File: src/rtl/cell_evolution_if.sv
// Neighbourhood-in / next-state-out bundle between the round scanner and the
// Game-of-Life rule engine. The master side is the scanner (drives status,
// in_valid, gen_clear); the slave side is the rule engine.
interface cell_evolution_if #(
    parameter int unsigned CNT_WIDTH = 24
) ();
    // scanner -> engine
    logic [8:0]           status;
    logic                 in_valid;
    logic                 gen_clear;

    // engine -> scanner / frame RAM write port
    logic                 live;
    logic [3:0]           neighbor_count;
    logic                 live_q;
    logic                 out_valid;
    logic [CNT_WIDTH-1:0] birth_cnt;
    logic [CNT_WIDTH-1:0] death_cnt;

    modport master (
        output status,
        output in_valid,
        output gen_clear,
        input  live,
        input  neighbor_count,
        input  live_q,
        input  out_valid,
        input  birth_cnt,
        input  death_cnt
    );

    modport slave (
        input  status,
        input  in_valid,
        input  gen_clear,
        output live,
        output neighbor_count,
        output live_q,
        output out_valid,
        output birth_cnt,
        output death_cnt
    );
endinterface

File: src/rtl/cell_evolution.sv
// Per-cell Game-of-Life rule engine.
// Takes the 3x3 neighbourhood of one cell (centre in status[0], ring in
// status[8:1]) and produces the next-generation state combinationally and as a
// registered result with a valid pulse. Also keeps saturating per-generation
// birth/death counters that the scanner clears with gen_clear.
module cell_evolution #(
    parameter logic [8:0]  BIRTH_MASK   = 9'b000001000,
    parameter logic [8:0]  SURVIVE_MASK = 9'b000001100,
    parameter int unsigned CNT_WIDTH    = 24
) (
    input  logic             clk,
    input  logic             rst_n,
    cell_evolution_if.slave  bus
);

    logic [3:0]           count;
    logic                 live_next;
    logic                 birth_evt;
    logic                 death_evt;

    logic                 live_hold_d,  live_hold_q;
    logic                 out_valid_d,  out_valid_q;
    logic [CNT_WIDTH-1:0] birth_cnt_d,  birth_cnt_q;
    logic [CNT_WIDTH-1:0] death_cnt_d,  death_cnt_q;

    // Population count of the eight ring neighbours; the centre is never counted.
    always_comb begin
        count = '0;
        for (int unsigned i = 1; i < 9; i++) begin
            count = count + {3'b000, bus.status[i]};
        end
    end

    // Rule lookup: live centres consult the survive mask, dead centres the birth mask.
    always_comb begin
        live_next = bus.status[0] ? SURVIVE_MASK[count] : BIRTH_MASK[count];
        birth_evt = !bus.status[0] &&  live_next;
        death_evt =  bus.status[0] && !live_next;
    end

    // Next-state for the registered result and the saturating statistics.
    always_comb begin
        live_hold_d = live_hold_q;
        out_valid_d = bus.in_valid;
        birth_cnt_d = birth_cnt_q;
        death_cnt_d = death_cnt_q;

        if (bus.in_valid) begin
            live_hold_d = live_next;
            if (birth_evt && (birth_cnt_q != '1)) begin
                birth_cnt_d = birth_cnt_q + CNT_WIDTH'(1);
            end
            if (death_evt && (death_cnt_q != '1)) begin
                death_cnt_d = death_cnt_q + CNT_WIDTH'(1);
            end
        end

        // Clearing wins over an increment landing on the same edge.
        if (bus.gen_clear) begin
            birth_cnt_d = '0;
            death_cnt_d = '0;
        end
    end

    // State registers with asynchronous active-low reset.
    always_ff @(posedge clk or negedge rst_n) begin
        if (!rst_n) begin
            live_hold_q <= 1'b0;
            out_valid_q <= 1'b0;
            birth_cnt_q <= '0;
            death_cnt_q <= '0;
        end else begin
            live_hold_q <= live_hold_d;
            out_valid_q <= out_valid_d;
            birth_cnt_q <= birth_cnt_d;
            death_cnt_q <= death_cnt_d;
        end
    end

    assign bus.live           = live_next;
    assign bus.neighbor_count = count;
    assign bus.live_q         = live_hold_q;
    assign bus.out_valid      = out_valid_q;
    assign bus.birth_cnt      = birth_cnt_q;
    assign bus.death_cnt      = death_cnt_q;

endmodule

File: src/flat_wrapper.sv
// flat-port wrapper written by rule: the top's interface ports become plain ports
module cell_evolution_flat 
#(
    parameter logic [8:0]  BIRTH_MASK   = 9'b000001000,
    parameter logic [8:0]  SURVIVE_MASK = 9'b000001100,
    parameter int unsigned CNT_WIDTH    = 24
)
  (clk, rst_n, bus_status, bus_in_valid, bus_gen_clear, bus_live, bus_neighbor_count, bus_live_q, bus_out_valid, bus_birth_cnt, bus_death_cnt);
  cell_evolution_if #(.CNT_WIDTH(CNT_WIDTH)) bus_i ();
  input  logic clk;
  input  logic rst_n;
  input wire logic [$bits(bus_i.status)-1:0] bus_status;
  input wire logic [$bits(bus_i.in_valid)-1:0] bus_in_valid;
  input wire logic [$bits(bus_i.gen_clear)-1:0] bus_gen_clear;
  output wire logic [$bits(bus_i.live)-1:0] bus_live;
  output wire logic [$bits(bus_i.neighbor_count)-1:0] bus_neighbor_count;
  output wire logic [$bits(bus_i.live_q)-1:0] bus_live_q;
  output wire logic [$bits(bus_i.out_valid)-1:0] bus_out_valid;
  output wire logic [$bits(bus_i.birth_cnt)-1:0] bus_birth_cnt;
  output wire logic [$bits(bus_i.death_cnt)-1:0] bus_death_cnt;
  assign bus_i.status = bus_status;
  assign bus_i.in_valid = bus_in_valid;
  assign bus_i.gen_clear = bus_gen_clear;
  assign bus_live = bus_i.live;
  assign bus_neighbor_count = bus_i.neighbor_count;
  assign bus_live_q = bus_i.live_q;
  assign bus_out_valid = bus_i.out_valid;
  assign bus_birth_cnt = bus_i.birth_cnt;
  assign bus_death_cnt = bus_i.death_cnt;
  cell_evolution #(.BIRTH_MASK(BIRTH_MASK), .SURVIVE_MASK(SURVIVE_MASK), .CNT_WIDTH(CNT_WIDTH)) u_core (.clk(clk), .rst_n(rst_n), .bus(bus_i));
endmodule
File: config.mk
export PLATFORM = sky130hd
export DESIGN_NAME = cell_evolution_flat
export DESIGN_NICKNAME = d
export VERILOG_FILES = /design/src/rtl/cell_evolution_if.sv /design/src/rtl/cell_evolution.sv /design/src/flat_wrapper.sv
export SDC_FILE = /design/constraint.sdc
export NUM_CORES = 1
export LEC_CHECK = 0
export CAP_MARGIN = 30
export CELL_PAD_IN_SITES_DETAIL_PLACEMENT = 1
export CELL_PAD_IN_SITES_GLOBAL_PLACEMENT = 2
export CORE_ASPECT_RATIO = 1.2
export CORE_MARGIN = 3
export CORE_UTILIZATION = 33
export CTS_CLUSTER_DIAMETER = 40
export DETAILED_ROUTE_END_ITERATION = 6
export PLACE_DENSITY_LB_ADDON = 0.2
export SYNTH_ARGS = -nofsm -noshare
export SYNTH_HDL_FRONTEND = slang
export SYNTH_SLANG_ARGS = --single-unit
File: constraint.sdc
create_clock -name clk -period 10.4 [get_ports clk]
set_clock_uncertainty 0.05 [all_clocks]
set_input_delay 1.56 -clock clk [delete_from_list [all_inputs] [get_ports clk]]
set_output_delay 1.56 -clock clk [all_outputs]
set_load 0.03 [all_outputs]
==> results.yml <==
power_and_ir_drop:
  vdd_drop_max_mv: 0.0464
  p_leak_nw: 1.40
  p_per_area_nw_per_um2: 114
  power.total_uw: 444
yosys:
  synth-main-ff-cell: "dfrtp_1"
  yosys_warnings: 0
  synth-async-reset-ratio_pct: 100
  netlist_area_um2: 3050
  synth_common_cells: "dfrtp_1, a21oi_1, inv_1, nand2_1, o31ai_1"
  synth_most_common_cell: "dfrtp_1"
  yosys.area.top_type: "dfrtp_1"
  synthTopCellsByArea: "dfrtp_1, a21oi_1, o31ai_1"
  synth-seq-area-share_pct: 41.1
  synthCells: 334
  ys_seq_elements: 50
  synth_top_area_share_pct: 41.1
  syn_nets: 356
  synth_edf_count: 0
  synthDistinctLibCells: 46
  avgSynthCellArea_um2: 9.12
clocking:
  insertion_delay_ps: 310
  ctsHoldBuffers: 0
  cts_made_buffers: 5
  postCtsSetupRepairBufs: 0
  root_buffer: "clkbuf_8"
  clk_path_buf_depth: 2
  cts-htree-levels: 2
  clock_sinks: 50
  cts_tree: "built"
  ctsResizeCount: 0
  clkTransAtPathRegs_ps: 90
final_layout:
  n_fill_cell: 1018
  diodes: 0
  area_growth_pct: 28.2
  stdcell_count: 515
  nets: 419
  fin_util_pct: 44.4
  design_area_um2: 3900
  drive_gt1_share_pct: 7.29
detailed_routing:
  finalWirelength_mm: 8.80
  initialDrtViolationCount: 114
  num_vias: 2917
  wl_per_cell_um: 17.1
  drc: 0
  first_pass_iters: 4
  vias_per_cell: 5.66
  ant_nets: 0
sta:
  setup_tns_ps: 0
  rsz0062_at_grt: "no"
  slew_violations: 0
  worst-slew-pin-transition_ps: 762
  max_slew_margin_pct: 48.9
  post-route-period-util_pct: 68.7
  finalHoldViolCount: 0
  setup_viol: 0
  setup_ws_ps: 3260
  fmax_ghz: 0.140
  period_minus_slack_ps: 7140
  holdWs_ps: 484
flow_run:
  cap_violations: 0
place:
  dpl.hpwl_mm: 6.26
  pre_cts_slack_ps: 3200
  placed_area_um2: 3790
  gp_congestion: 0.752
  portBuffers: 67
  dp.cells: 507
floorplan:
  die_w_um: 93.7
  initial_core_util_pct: 34.6
  ios: 68
  die_area_um2: 10400
  num_rows: 37
  die_h_um: 111
  core_area_um2: 8800
critical_path:
  worst_setup_path_end_kind: "primary output"
  required_ps: 8790
  crit_chain: "clkdlybuf4s50_1, ha_1, inv_1, fa_1, fa_1, fa_1, fa_1, nor3b_2, a31oi_4, a21oi_1, clkdlybuf4s50_1"
  max_stage_delay_ps: 700
  start_kind: "input pin"
  path_class: "in2out"
  cpMaxStageDelayCell: "clkdlybuf4s50_1"
  crit_path_frequent_cell: "fa_1"
  worst_ep_arrival_time_ps: 5530
  crit_fanout: 6
worst_hold_path:
  hold_class: "reg2reg"
global_route:
  grt_max_degree: 53
  overflow: 0
  grtUsageTotal_pct: 17.8
  grt_pass1_vias: 3058
  antenna_found_initial: 0
  grt_pass1_wl_mm: 15.3
outcome:
  status: "finished clean"
-- report_power, final --
group	switching, mW	internal, mW
clock network	0.0740	0.0724
logic	0.0601	0.0375
registers	0.00282	0.197
-- cell usage in the layout, fill, tap and decap left out, drive strengths merged, types with 7 or more instances in the layout --
cell,instances
or4,20
or3,21
o21ai,20
nor2,16
inv,22
nand4,15
nand2,21
o31ai,21
dfrtp,50
nor4,7
clkdlybuf4s50,65
a21oi,42
nand3,16
-- sequential cells by signal (all words and copies together) (netlist names) --
| name | flops |
|---|---|
| u_core.bus.out_valid | 1 |
| u_core.bus.birth_cnt | 24 |
| u_core.bus.death_cnt | 24 |
| u_core.bus.live_q | 1 |
-- final timing paths --
kind | from | to | slack, ps | depth (start not counted)
min reg2reg | u_core.bus.live_q | u_core.bus.live_q | 480 | 1
min | u_core.bus.live_q | u_core.bus.live_q | 480 | 1
max | bus_status[1] | bus_live | 3260 | 11
min in group asynchronous | rst_n | u_core.bus.death_cnt[4] | 1310 | 2
max reg2reg | u_core.bus.birth_cnt[0] | u_core.bus.birth_cnt[8] | 7810 | 6
max in group asynchronous | rst_n | u_core.bus.live_q | 8520 | 2
-- worst max-delay path, delay by kind of cell --
family / cells / cell delay (ps)
and+or+nand+nor: 1 / 290
AOI/OAI and AO/OA: 2 / 360
adders and majority gates: 5 / 2130
buffers and inverters: 3 / 1180
-- final cells by class --
class | instances | area, um2 | area share [%]
clock buffer | 5 | 68.8 | 1.76
clock inverter | 3 | 43.8 | 1.12
inverter | 21 | 78.8 | 2.02
multi-input combinational | 250 | 1640 | 42.0
sequential | 50 | 1250 | 32.1
tap | 117 | 146 | 3.75
timing repair buffer | 69 | 676 | 17.3
-- layer usage --
metal  track usage [%]  wire, um  vias to the layer above
li1                  -         -                     1379
met1              22.6      3860                     1480
met2              30.9      4580                       46
met3              2.92       238                       12
met4              4.43       123                        0
met5                 0         0                        -
-- kinds of logic (layout without fill, tap and decap cells) --
family	Yosys count	count (layout)	synth area share, %
flops	50	50	41.1
buf+inv	34	98	5.09
simple gates	140	140	27.2
mux	6	6	2.18
xor+xnor	2	2	0.575
fa+ha+maj	9	9	4.68
compound gates	93	93	19.1
Note: power is estimated with default switching activity, not from simulation.
